File: config.mk
export PLATFORM = sky130hd
export DESIGN_NAME = ula_seq
export DESIGN_NICKNAME = d
export VERILOG_FILES = /design/src/rtl/ula_pkg.sv /design/src/rtl/ula_regfile.sv /design/src/rtl/ula_seq.sv
export SDC_FILE = /design/constraint.sdc
export NUM_CORES = 1
export LEC_CHECK = 0
export ABC_CLOCK_PERIOD_IN_PS = 3200
export BUFFER_PORTS_ARGS = -buffer_cell sky130_fd_sc_hd__buf_4
export CORE_MARGIN = 10
export CORE_UTILIZATION = 54
export CTS_BUF_LIST = sky130_fd_sc_hd__clkbuf_16
export DETAILED_ROUTE_END_ITERATION = 12
export GPL_ROUTABILITY_DRIVEN = 0
export HOLD_SLACK_MARGIN = 0.05
export PLACE_DENSITY = 0.82
export SETUP_SLACK_MARGIN = 0.3
export SLEW_MARGIN = 10
export SYNTH_ARGS = -nofsm -noshare
export SYNTH_HDL_FRONTEND = slang
export SYNTH_SLANG_ARGS = --single-unit
export TNS_END_PERCENT = 50
File: constraint.sdc
create_clock -name clk -period 3.2 [get_ports clk]
set_input_delay 0.48 -clock clk [delete_from_list [all_inputs] [get_ports clk]]
set_output_delay 0.48 -clock clk [all_outputs]
set_load 0.005 [all_outputs]
File: src/rtl/ula_pkg.sv
// Shared definitions for the ULA operand sequencer: opcode values,
// instruction field layout and FSM state encoding.
package ula_pkg;

  localparam int OP_W = 3;

  localparam logic [OP_W-1:0] OP_ADD = 3'b000;
  localparam logic [OP_W-1:0] OP_SUB = 3'b001;
  localparam logic [OP_W-1:0] OP_AND = 3'b010;
  localparam logic [OP_W-1:0] OP_OR  = 3'b011;
  localparam logic [OP_W-1:0] OP_XOR = 3'b100;
  localparam logic [OP_W-1:0] OP_NOT = 3'b101;
  localparam logic [OP_W-1:0] OP_EQ  = 3'b110;
  localparam logic [OP_W-1:0] OP_NE  = 3'b111;

  // Instruction is {opcode, rd, rs1, rs2}; register fields occupy AW-wide slots.
  localparam int RS2_SLOT = 0;
  localparam int RS1_SLOT = 1;
  localparam int RD_SLOT  = 2;
  localparam int OP_SLOT  = 3;

  function automatic int field_lsb(input int slot, input int aw);
    return slot * aw;
  endfunction

  function automatic int instr_width(input int aw);
    return OP_W + 3 * aw;
  endfunction

  typedef enum logic [1:0] {
    IDLE = 2'd0,
    EXEC = 2'd1,
    WB   = 2'd2
  } state_t;

endpackage

File: src/rtl/ula_regfile.sv
// NREG x WIDTH register file: two combinational operand reads, one
// combinational debug read, one synchronous write port.
module ula_regfile #(
  parameter  int WIDTH = 8,
  parameter  int NREG  = 4,
  localparam int AW    = $clog2(NREG)
) (
  input  logic             clk,
  input  logic             rst_n,
  input  logic             we,
  input  logic [AW-1:0]    waddr,
  input  logic [WIDTH-1:0] wdata,
  input  logic [AW-1:0]    raddr1,
  output logic [WIDTH-1:0] rdata1,
  input  logic [AW-1:0]    raddr2,
  output logic [WIDTH-1:0] rdata2,
  input  logic [AW-1:0]    dbg_addr,
  output logic [WIDTH-1:0] dbg_data
);

  logic [WIDTH-1:0] mem [NREG];

  // NOTE: this is a small flop array, not a RAM macro, so clearing it on
  // reset is cheap and gives software a known register state.
  always_ff @(posedge clk) begin
    if (!rst_n) begin
      for (int i = 0; i < NREG; i++) mem[i] <= '0;
    end else if (we) begin
      mem[waddr] <= wdata;
    end
  end

  // Reads see the pre-edge contents, so a same-cycle write returns old data.
  assign rdata1   = mem[raddr1];
  assign rdata2   = mem[raddr2];
  assign dbg_data = mem[dbg_addr];

endmodule

File: src/rtl/ula_seq.sv
// Operand sequencer for the 8-bit ULA: accepts register loads and
// register-addressed instructions, drives the ULA and writes results back.
module ula_seq
  import ula_pkg::*;
#(
  parameter  int WIDTH   = 8,
  parameter  int NREG    = 4,
  parameter  int ALU_LAT = 1,
  localparam int AW      = $clog2(NREG),
  localparam int IW      = instr_width(AW)
) (
  input  logic             clk,
  input  logic             rst_n,
  input  logic             ld_valid,
  output logic             ld_ready,
  input  logic [AW-1:0]    ld_addr,
  input  logic [WIDTH-1:0] ld_data,
  input  logic             instr_valid,
  output logic             instr_ready,
  input  logic [IW-1:0]    instr,
  output logic [WIDTH-1:0] alu_a,
  output logic [WIDTH-1:0] alu_b,
  output logic [OP_W-1:0]  alu_op,
  input  logic [WIDTH-1:0] alu_s,
  output logic             res_valid,
  output logic [WIDTH-1:0] res_data,
  output logic [AW-1:0]    res_rd,
  output logic             res_zero,
  input  logic [AW-1:0]    dbg_addr,
  output logic [WIDTH-1:0] dbg_data
);

  localparam int CW = 2;

  if (ALU_LAT < 0 || ALU_LAT > 3) begin : g_bad_lat
    $error("ula_seq: ALU_LAT must be in 0..3");
  end
  if (NREG < 2 || (1 << AW) != NREG) begin : g_bad_nreg
    $error("ula_seq: NREG must be a power of two >= 2");
  end

  state_t state, state_next;

  logic [CW-1:0]    cnt;
  logic [AW-1:0]    rd_q;
  logic             ld_fire;
  logic             instr_fire;
  logic             wb_now;
  logic             rf_we;
  logic [AW-1:0]    rf_waddr;
  logic [WIDTH-1:0] rf_wdata;
  logic [WIDTH-1:0] rs1_data;
  logic [WIDTH-1:0] rs2_data;

  logic [OP_W-1:0] f_op;
  logic [AW-1:0]   f_rd;
  logic [AW-1:0]   f_rs1;
  logic [AW-1:0]   f_rs2;

  assign f_op  = instr[field_lsb(OP_SLOT,  AW) +: OP_W];
  assign f_rd  = instr[field_lsb(RD_SLOT,  AW) +: AW];
  assign f_rs1 = instr[field_lsb(RS1_SLOT, AW) +: AW];
  assign f_rs2 = instr[field_lsb(RS2_SLOT, AW) +: AW];

  // NOTE: every sequential assignment uses <= so all flops sample the same
  // pre-edge values regardless of statement order.
  always_ff @(posedge clk) begin
    if (!rst_n) state <= IDLE;
    else        state <= state_next;
  end

  // NOTE: defaults come first so every path assigns every signal and no
  // latch is inferred.
  always_comb begin
    state_next  = state;
    ld_ready    = 1'b0;
    instr_ready = 1'b0;
    case (state)
      IDLE: begin
        ld_ready    = 1'b1;
        instr_ready = !ld_valid;
        if (instr_valid && !ld_valid) state_next = EXEC;
      end
      EXEC:    if (cnt == '0) state_next = WB;
      WB:      state_next = IDLE;
      default: state_next = IDLE;
    endcase
  end

  assign ld_fire    = ld_valid && ld_ready;
  assign instr_fire = instr_valid && instr_ready;
  assign wb_now     = (state == WB);

  // Load and writeback never coincide: loads are only accepted in IDLE.
  assign rf_we    = wb_now || ld_fire;
  assign rf_waddr = wb_now ? rd_q : ld_addr;
  assign rf_wdata = wb_now ? res_data : ld_data;

  ula_regfile #(
    .WIDTH (WIDTH),
    .NREG  (NREG)
  ) u_regfile (
    .clk      (clk),
    .rst_n    (rst_n),
    .we       (rf_we),
    .waddr    (rf_waddr),
    .wdata    (rf_wdata),
    .raddr1   (f_rs1),
    .rdata1   (rs1_data),
    .raddr2   (f_rs2),
    .rdata2   (rs2_data),
    .dbg_addr (dbg_addr),
    .dbg_data (dbg_data)
  );

  // res_data doubles as the captured-result register written back in WB.
  always_ff @(posedge clk) begin
    if (!rst_n) begin
      cnt       <= '0;
      rd_q      <= '0;
      alu_a     <= '0;
      alu_b     <= '0;
      alu_op    <= '0;
      res_valid <= 1'b0;
      res_data  <= '0;
      res_rd    <= '0;
      res_zero  <= 1'b0;
    end else begin
      res_valid <= 1'b0;
      case (state)
        IDLE: begin
          if (instr_fire) begin
            rd_q   <= f_rd;
            alu_op <= f_op;
            alu_a  <= rs1_data;
            alu_b  <= rs2_data;
            cnt    <= CW'(ALU_LAT);
          end
        end
        EXEC: begin
          if (cnt == '0) begin
            res_data  <= alu_s;
            res_rd    <= rd_q;
            res_zero  <= (alu_s == '0);
            res_valid <= 1'b1;
          end else begin
            cnt <= cnt - CW'(1);
          end
        end
        default: ;
      endcase
    end
  end

endmodule
==> reports/metrics.csv <==
stage;metric;value;unit
synth;biggest area consumer among synthesized cells;edfxtp_1;
detailed_routing;Remaining DRCs;0;
power_and_ir_drop;VDD IR max;376;µV
detailed_routing;drt initial violations;165;
clocking;TritonCTS buffer count;9;
sta;Max Slew Vio Count;0;
synth;top cell type's share of synthesized area;29.4;%
sta;setup violators final;0;
synth;Distinct cells, synth;35;
sta;Final Cycle Share;69.9;%
hold_path;Hold Startpoint;instr[4];
synth;synthesized area;0.00327;mm²
synth;Ys Warns;0;
hold_path;Tightest Hold Check Type;in -> reg;
synth;cells after synthesis;269;
sta;worst slew pin tran;1100;ps
sta;clk_skew;6.71;ps
sta;unrepaired setup endpoints after global routing;false;
detailed_routing;final WL;7740;µm
global_routing;initial antenna violation count;0;
clocking;Clock Tree Buf Depth;2;
placed_design;buffers added on ports;73;
global_routing;overall global routing resource usage;16.2;%
clocking;CTS Hold Bufs;0;
clocking;CTS tree;yes;
die;Die ar.;0.00957;mm²
sta;final hold vios;0;
setup_path;Worst EP arrival;2320;ps
synth;Seq cells post-synth;69;
clocking;post-CTS sizing;0;
clocking;Clk pin slew, worst setup/hold paths;50;ps
sta;Fin Hold WS;384;ps
synth;sequential area share after synthesis;52.0;%
final_layout;share of cells above drive strength 1;34.8;%
setup_path;R2R Setup Slk;960;ps
die;# rows;28;
sta;slew margin rel.;26.2;%
synth;Synth Net Count;303;
sta;final setup TNS;0;ps
final_layout;fin nets;371;
power_and_ir_drop;Pwr Density;534;mW/mm²
global_routing;vias in the first global route;2529;
final_layout;Final Instance Count excl. Fillers;417;
die;Ports;74;
setup_path;RR Startpoint;state[1];
synth;Synth Flop Type;dfxtp_1;
setup_path;startpoint types;flop;
global_routing;total gr overflow;0;
hold_path;worst hold path endpoint;rd_q[0];
synth;Synth area leaders;edfxtp_1 (29%), dfxtp_1 (23%), mux4_2 (17%), o2bb2ai_1 (4.3%), nand2_1 (4.2%);
setup_path;Crit Path Class;reg -> reg;
setup_path;endpoint class of the critical path;flop;
die;Initial Util;55.6;%
sta;fmax;447;MHz
synth;ys async rst share;0;%
setup_path;worst-path fanout max;18;
die;Chip Height;97.8;µm
power_and_ir_drop;Leakage;1.64;nW
final_layout;Antenna Cells;0;
global_routing;maximum number of pins on one net before global-route repair;26;
placed_design;dpl cells;401;
detailed_routing;Antenna Nets Post-Route;0;
placed_design;Post-DP Area;0.00385;mm²
setup_path;R2R depth;4;
clocking;Post-CTS Repair Setup Buffers;0;
clocking;clock latency on the worst-skew pair;330;ps
sta;clock period minus final worst setup slack;2240;ps
synth;EDFF count, synth;32;
synth;Mean Syn Cell Area;12.2;µm²
clocking;H-tree depth;3;
setup_path;R2R Path End;u_regfile.mem[2][2];
global_routing;first-pass GRT wire length;12700;µm
detailed_routing;vias after detailed routing;2430;
clocking;TritonCTS sink count;69;
detailed_routing;Initial DRT Pass Iterations;4;
final_layout;fin area;0.00413;mm²
flow_run;max-cap violations;0;
detailed_routing;drt wl/cell;18.6;µm
setup_path;Data required, critical path;3280;ps
status;outcome;finished, final reports clean;
power_and_ir_drop;Total Power;2.21;mW
hold_path;Hold Path Cell Cnt;3;
die;core area;0.00589;mm²
final_layout;area delta synth->final;26.2;%
placed_design;post-DP HPWL;5950;µm
die;Die Width;97.8;µm
clocking;root buffer cell;clkbuf_16;
final_layout;FILL cells;434;
detailed_routing;vias per cell;5.83;
## layout by cell type (no fill, tap or decap), types with 2 or more instances in the layout
cell and count:
buf_4 78, nand2_1 37, dfxtp_1 37, edfxtp_1 32
nor3_1 27, mux4_2 24, nor2_1 19, o2bb2ai_1 16
mux2i_1 13, a21oi_1 12, clkbuf_16 9, inv_1 8
nor2b_1 3, o21ai_1 2, nor3b_1 2, o21ai_0 2
and3b_1 2, o31ai_1 2, nor4_1 2
## how the worst max path moves through the flow
stage	start	end	depth (start not counted)
finish	state[1]	u_regfile.mem[2][2]	4
floorplan	state[0]	u_regfile.mem[0][0]	5
global placement	ld_valid	u_regfile.mem[2][0]	5
global route	state[1]	u_regfile.mem[2][2]	4
detailed placement	ld_valid	u_regfile.mem[2][2]	5
CTS	state[1]	u_regfile.mem[2][4]	4
## metrics by stage
stage                     worst slack, ps  util, %
after floorplan                       946        -
after global placement               1050     65.4
after detailed placement              988     65.4
after CTS                             997     70.1
after global routing                  767     70.1
final                                 963     70.1
## state kept, by name, indices dropped and copies added, names as in the netlist
register       flops
cnt                2
alu_b              8
u_regfile.mem     32
res_valid          1
state              2
res_rd             2
alu_op             3
res_zero           1
alu_a              8
rd_q               2
res_data           8
## routing by layer
metal / vias to the layer above / part of all wire (%) / GRT usage [%]
li1: 1150 / - / -
met1: 1151 / 42 / 18.7
met2: 114 / 46 / 24.9
met3: 15 / 9.6 / 7.19
met4: 0 / 1.9 / 8.39
met5: - / 0 / 0
## where the power goes
group | total (mW) | switching (mW) | internal (mW)
clock network | 0.933 | 0.346 | 0.587
registers | 1.01 | 0.0354 | 0.972
logic | 0.265 | 0.122 | 0.143
total | 2.21 | 0.503 | 1.70
## synthesized netlist by cell type (2+ instances only)
cell type,instances
nor3_1,27
o2bb2ai_1,16
inv_1,4
o31ai_1,2
nor2_1,19
o21ai_0,2
a21oi_1,12
clkbuf_1,8
o21ai_1,2
and3b_1,2
nor4_1,2
buf_4,2
edfxtp_1,32
nand2_1,37
dfxtp_1,37
buf_2,6
mux2i_1,13
nor3b_1,2
mux4_2,24
nor2b_1,3
buf_1,3
## final cells by class
class,count,area (µm²),share of cell area (%)
Clock inverter,7,53.8,1.30
Timing Repair Buffer,78,586,14.2
Sequential cell,69,1700,41.2
Tap cell,75,93.8,2.27
Clock buffer,9,225,5.46
Inverter,4,15.0,0.364
Multi-Input combinational cell,175,1450,35.2
## worst max-delay path, stage by stage, from the launching register on
cell	delay [ps]
dfxtp_1	620
nor3b_1	120
o21ai_1	870
o21ai_0	160
buf_4	220
## cells by family after synthesis
logic type,Yosys count,synth area share (%)
multiplexers,39,21.4
AND/OR/NAND/NOR,98,14.6
AO/OA/AOI/OAI,37,8.03
flip-flops,69,52.0
adder cells (fa/ha/maj),1,0.382
buffers and inverters,25,3.59
Note: power is estimated with default switching activity, not from simulation.
